<file path="src/rtl/fill_pkg.sv">
// Shared types, constants and a reference replication function for the pattern fill engine.
package fill_pkg;

  localparam int unsigned REP             = 4;
  localparam int unsigned FILL_MAX_ELEM_W = 8;
  localparam int unsigned FILL_DATA_W     = 32;

  // Element width minus one: 0 means a 1-bit element, 7 an 8-bit element.
  typedef logic [2:0] width_code_t;

  typedef enum logic [1:0] {
    IDLE,
    RUN,
    DONE
  } state_e;

  // Loop-based replication: REP copies of the low (code+1) pattern bits, zero-extended.
  function automatic logic [FILL_DATA_W-1:0] replicate(input logic [FILL_MAX_ELEM_W-1:0] pattern,
                                                       input width_code_t code);
    logic [FILL_DATA_W-1:0] word;
    int w;
    word = '0;
    w    = int'(code) + 1;
    for (int r = 0; r < int'(REP); r++) begin
      for (int b = 0; b < int'(FILL_MAX_ELEM_W); b++) begin
        if (b < w) begin
          word[r * w + b] = pattern[b];
        end
      end
    end
    return word;
  endfunction

endpackage

</file>
<file path="src/rtl/pattern_dup.sv">
// Combinational replicator: pattern and width code to a zero-extended word of REP copies.
module pattern_dup
  import fill_pkg::*;
#(
  parameter int unsigned DATA_W     = 32,
  parameter int unsigned MAX_ELEM_W = 8
) (
  input  logic [MAX_ELEM_W-1:0] pattern_i,
  input  width_code_t           width_code_i,
  output logic [DATA_W-1:0]     word_o
);

  // Pick the replication for the selected element width; pattern bits above it are dropped.
  always_comb begin
    word_o = '0;
    unique case (width_code_i)
      3'd0: word_o = DATA_W'({REP{pattern_i[0]}});
      3'd1: word_o = DATA_W'({REP{pattern_i[1:0]}});
      3'd2: word_o = DATA_W'({REP{pattern_i[2:0]}});
      3'd3: word_o = DATA_W'({REP{pattern_i[3:0]}});
      3'd4: word_o = DATA_W'({REP{pattern_i[4:0]}});
      3'd5: word_o = DATA_W'({REP{pattern_i[5:0]}});
      3'd6: word_o = DATA_W'({REP{pattern_i[6:0]}});
      3'd7: word_o = DATA_W'({REP{pattern_i[7:0]}});
    endcase
  end

endmodule

</file>
<file path="src/rtl/pattern_fill_engine.sv">
// Streams a replicated pattern word for cmd_count beats per accepted fill command.
module pattern_fill_engine
  import fill_pkg::*;
#(
  parameter int unsigned DATA_W     = 32,
  parameter int unsigned MAX_ELEM_W = 8,
  parameter int unsigned COUNT_W    = 16
) (
  input  logic                  clock,
  input  logic                  reset,
  input  logic                  cmd_valid,
  output logic                  cmd_ready,
  input  logic [MAX_ELEM_W-1:0] cmd_pattern,
  input  logic [2:0]            cmd_width,
  input  logic [COUNT_W-1:0]    cmd_count,
  output logic                  out_valid,
  input  logic                  out_ready,
  output logic [DATA_W-1:0]     out_data,
  output logic                  out_last,
  output logic                  busy,
  output logic                  done
);

  state_e              state_q, state_d;
  logic [COUNT_W-1:0]  remaining_q, remaining_d;
  logic [DATA_W-1:0]   data_q, data_d;
  logic                valid_q, valid_d;
  logic [DATA_W-1:0]   dup_word;

  pattern_dup #(
    .DATA_W    (DATA_W),
    .MAX_ELEM_W(MAX_ELEM_W)
  ) u_pattern_dup (
    .pattern_i   (cmd_pattern),
    .width_code_i(cmd_width),
    .word_o      (dup_word)
  );

  // Outputs decoded from registered state; cmd_ready is forced low while reset is held.
  always_comb begin
    cmd_ready = (state_q == IDLE) && !reset;
    out_valid = valid_q;
    out_data  = data_q;
    out_last  = valid_q && (remaining_q == COUNT_W'(1));
    busy      = (state_q != IDLE);
    done      = (state_q == DONE);
  end

  // Next-state: latch the command in IDLE, count handshakes in RUN, pulse done once.
  always_comb begin
    state_d     = state_q;
    remaining_d = remaining_q;
    data_d      = data_q;
    valid_d     = valid_q;
    unique case (state_q)
      IDLE: begin
        if (cmd_valid && cmd_ready) begin
          data_d      = dup_word;
          remaining_d = cmd_count;
          if (cmd_count == '0) begin
            state_d = DONE;
          end else begin
            state_d = RUN;
            valid_d = 1'b1;
          end
        end
      end
      RUN: begin
        if (out_ready) begin
          remaining_d = remaining_q - COUNT_W'(1);
          if (remaining_q == COUNT_W'(1)) begin
            valid_d = 1'b0;
            state_d = DONE;
          end
        end
      end
      DONE: begin
        state_d = IDLE;
      end
      default: begin
        state_d = IDLE;
        valid_d = 1'b0;
      end
    endcase
  end

  // State registers; reset aborts any burst in progress without a done pulse.
  always_ff @(posedge clock or posedge reset) begin
    if (reset) begin
      state_q     <= IDLE;
      remaining_q <= '0;
      data_q      <= '0;
      valid_q     <= 1'b0;
    end else begin
      state_q     <= state_d;
      remaining_q <= remaining_d;
      data_q      <= data_d;
      valid_q     <= valid_d;
    end
  end

endmodule

</file>
<file path="config.mk">
export PLATFORM = sky130hd
export DESIGN_NAME = pattern_fill_engine
export DESIGN_NICKNAME = d
export VERILOG_FILES = /design/src/rtl/fill_pkg.sv /design/src/rtl/pattern_dup.sv /design/src/rtl/pattern_fill_engine.sv
export SDC_FILE = /design/constraint.sdc
export NUM_CORES = 1
export LEC_CHECK = 0
export CAP_MARGIN = 20
export CORE_MARGIN = 2
export CORE_UTILIZATION = 47
export CTS_CLUSTER_SIZE = 24
export DETAILED_ROUTE_END_ITERATION = 10
export PLACE_DENSITY_LB_ADDON = 0.05
export REMOVE_ABC_BUFFERS = 1
export SLEW_MARGIN = 20
export SYNTH_ARGS = -nofsm -noshare
export SYNTH_HDL_FRONTEND = slang
export SYNTH_HIERARCHICAL = 1
export SYNTH_SLANG_ARGS = --single-unit
</file>
<file path="constraint.sdc">
create_clock -name clock -period 2.05 [get_ports clock]
set_input_delay 0.3075 -clock clock [delete_from_list [all_inputs] [get_ports clock]]
set_output_delay 0.3075 -clock clock [all_outputs]
set_load 0.02 [all_outputs]
</file>
==> results of run 1 <==
==> Yosys cell counts, types with 5 or more instances <==
library cell and instances:
nor2_1 21, a31oi_1 7, buf_2 9, nor4_1 10
mux2_2 36, inv_1 8, nand2_1 28, o22ai_1 6
nand3_1 6, a21oi_1 25, a2bb2oi_1 5, o21ai_0 15
mux2i_1 13, or4_1 5, nand2b_1 12, clkbuf_1 13
nor2b_1 7, a22o_1 5, o22a_1 5, dfrtp_1 51
==> metrics by stage <==
step,setup TNS (ns),setup WS [ns],std cells,utilization (%)
CTS,-0.372,-0.130,531,65.7
finish,-0.340,-0.127,532,66.0
global route,-0.698,-0.184,532,66.0
floorplan,-60.10,-1.90,318,-
detailed placement,-0.800,-0.412,521,63.3
global placement,-0.688,-0.448,521,63.3
==> sequential cells by signal (all words and copies together) (netlist names) <==
register,count
out_valid,1
out_data,32
remaining_q,16
state_q,2
==> worst max path at each step <==
stage / from / to / cells after the start
2_1_floorplan: state_q[0]$_DFFE_PP0P_ / remaining_q[15]$_DFFE_PP0P_ / 4
3_3_place_gp: remaining_q[2]$_DFFE_PP0P_ / out_last / 5
5_1_grt: remaining_q[3]$_DFFE_PP0P_ / remaining_q[15]$_DFFE_PP0P_ / 5
3_5_place_dp: remaining_q[2]$_DFFE_PP0P_ / out_last / 5
6_report: remaining_q[3]$_DFFE_PP0P_ / remaining_q[15]$_DFFE_PP0P_ / 5
4_1_cts: remaining_q[5]$_DFFE_PP0P_ / remaining_q[15]$_DFFE_PP0P_ / 5
==> power by group through the flow <==
stage / clock (W) / combinational (W) / sequential, W
final: 0.000735 / 0.00244 / 0.00164
after detailed placement: 0 / 0.00233 / 0.00165
after global placement: 0 / 0.00230 / 0.00163
after global routing: 0.000783 / 0.00261 / 0.00169
after CTS: 0.000753 / 0.00242 / 0.00164
after floorplan: 0 / 0.000820 / 0.00197
==> cell type report <==
cell class	count	area, um2
fill	557	2310
multi-input combinational	259	1870
sequential	51	1280
timing repair buffer	110	1070
tap	96	120
clock buffer	6	82.6
clock inverter	2	35.0
inverter	8	30.0
==> layout by cell type, fill, tap and decap left out, drive strengths merged, types with 2 or more instances in the layout <==
master / synthesis / layout
and2: 4 / 4
clkbuf: 14 / 6
a21o: 3 / 3
o211ai: 2 / 2
inv: 8 / 8
mux2i: 13 / 13
or4: 6 / 6
nand3: 6 / 6
o22a: 5 / 5
a22o: 5 / 5
nand2: 29 / 29
nor4: 10 / 10
o22ai: 6 / 6
nor4b: 2 / 2
o21ai: 16 / 16
clkdlybuf4s50: 0 / 65
or2: 3 / 3
or3: 2 / 2
a22oi: 4 / 4
nor3: 4 / 4
nor2: 21 / 21
a2bb2oi: 5 / 5
dfrtp: 51 / 51
nor2b: 7 / 7
buf: 15 / 44
nand2b: 12 / 12
a32oi: 3 / 3
and3: 3 / 3
o21a: 2 / 2
a21oi: 25 / 25
ha: 2 / 2
mux2: 36 / 36
o211a: 2 / 2
a31oi: 7 / 7
==> per-layer routing <==
layer	vias up	global-route usage [%]	routed length (um)
li1	1461	-	-
met1	1454	34.4	4110
met2	103	35.5	3900
met3	6	3.68	527
met4	0	5.59	74
met5	-	0	0
==> what timing repair did <==
item | in CTS | in global routing
resized for setup | 15 | 3
buffers inserted | 3 | 1
pin swaps | 7 | 1
setup endpoints to repair | 6 | 5
==> kinds of logic (layout without fill, tap and decap cells) <==
family	count (synthesis)	in the layout	share of synthesized area, %
mux	50	50	17.0
buf+inv	37	126	5.79
flops	51	51	38.9
compound gates	93	93	18.9
simple gates	114	114	18.7
fa+ha+maj	2	2	0.762
==> metrics.txt, run 1 <==
violated checks setup timing; GRT Total Usage 23.2%; Hold WC Path Type input pin to asynchronous set/reset pin; hold buffers post-CTS 0; share of total power in the clock network 15.3%; pwr/cell area 1070 nW/um2; Reg power frac 34.1%; Avg Vias per Cell 5.68; final hold violation count 0; Max Clk Rate 459 MHz; Synth async-reset ratio 100%; sw frac 36.3%; routability cong. 0.890; worst path buffer plus inverter count 1; CP peak stage delay 0.58 ns; crit-path max FO 4; die area 7670 um2; Die W 87.6 um; RSZ-0062 raised after global routing yes; Avg Inst Size Synth 9.46 um2; # DRC 0; # diodes 0; worst rel slew slack 54.0%; register area share after synthesis 38.9%; H-tree depth 2; Clock Path Buffers 2; Routed wire per std cell 16.2 um; Synth Flop Type dfrtp_1; Slew Limit Fails 0; synth warn 6; Final WS setup -0.127 ns; Gate power share 50.6%; static leakage 1.91 nW; crit path launch type register; dpl cell area 4300 um2; cell area after layout 4490 um2; 1st-iter DRT viols 211; leading area contributor after synthesis dfrtp_1; largest net degree at the start of global routing 43; Detailed Place HPWL 6250 um; r2r endpoint remaining_q[15]$_DFFE_PP0P_; CORE AREA 6790 um2; # IOs 68; Min Hold Slack 0.347 ns; share of layout cells above drive strength 1 24.5%; NetSw 0.00175 W; R2R cell count 5; Layout Area Growth over Synthesis 36.6%; CTS sink count 51; CP max-delay cell or4_4; number of synthesized flops with an enable pin 0; Netlist Area Pre-Place 3280 um2; P_int 0.00307 W; status complete, but fails checks; CP Cell Sequence or4_4, buf_6, or4_4, or3_1, o211ai_1; worst r2r src remaining_q[3]$_DFFE_PP0P_; initial antenna violation count 0; period utilization 106%; Post-Synthesis Cells 347; final number of setup-violating endpoints 4; vias in the first global route 2792; cell family with the largest share of critical-path delay simple AND/OR/NAND/NOR gates; Routed WL 8610 um; nets@finish 468; Period minus WS final 2.18 ns; ANT nets after route 0; CTS tree built; critical path type register to register; Reg2Reg Setup Slack -0.13 ns; GR Overflow Total 0; Starting Density 48.3%; total iterations of the first detailed-routing run 5; port buffer count 67; worst-skew pair later-pin latency 0.31 ns; Synth Register Bits 51; top post-synthesis cells by area dfrtp_1, mux2_2, mux2i_1; post-synthesis cell type count 55; worst-margin pin slew 0.690 ns; Via Count 3024; first-pass GRT wire length 13800 um; Root Driver clkbuf_8; CP required 2.28 ns; CTS buffer count 5; num rows 30; Max-Cap Viols 0; Layout Skew 0.00581 ns; Worst VDD drop 0.585 mV; Critical Path AT 2.41 ns; Power, Total 0.00482 W; crit-path most repeated cell or4_4; top cell type's share of synthesized area 38.9%; Die Ht 87.6 um; Critical Path Sink Type register; Worst-path clk slew 0.09 ns
Power figures use the tool's default switching activity.
==> run 2: changes to the inputs <==
Settings changed: HOLD_SLACK_MARGIN set to 0.03.
==> results of run 2 <==
Same layout as run 1: the final DEF is identical, and so are final timing and power.
==> run 3: changes to the inputs <==
Settings changed: CAP_MARGIN 20 to not set, HOLD_SLACK_MARGIN 0.03 to not set.
==> results of run 3 <==
Same layout as run 1: the final DEF is identical, and so are final timing and power.
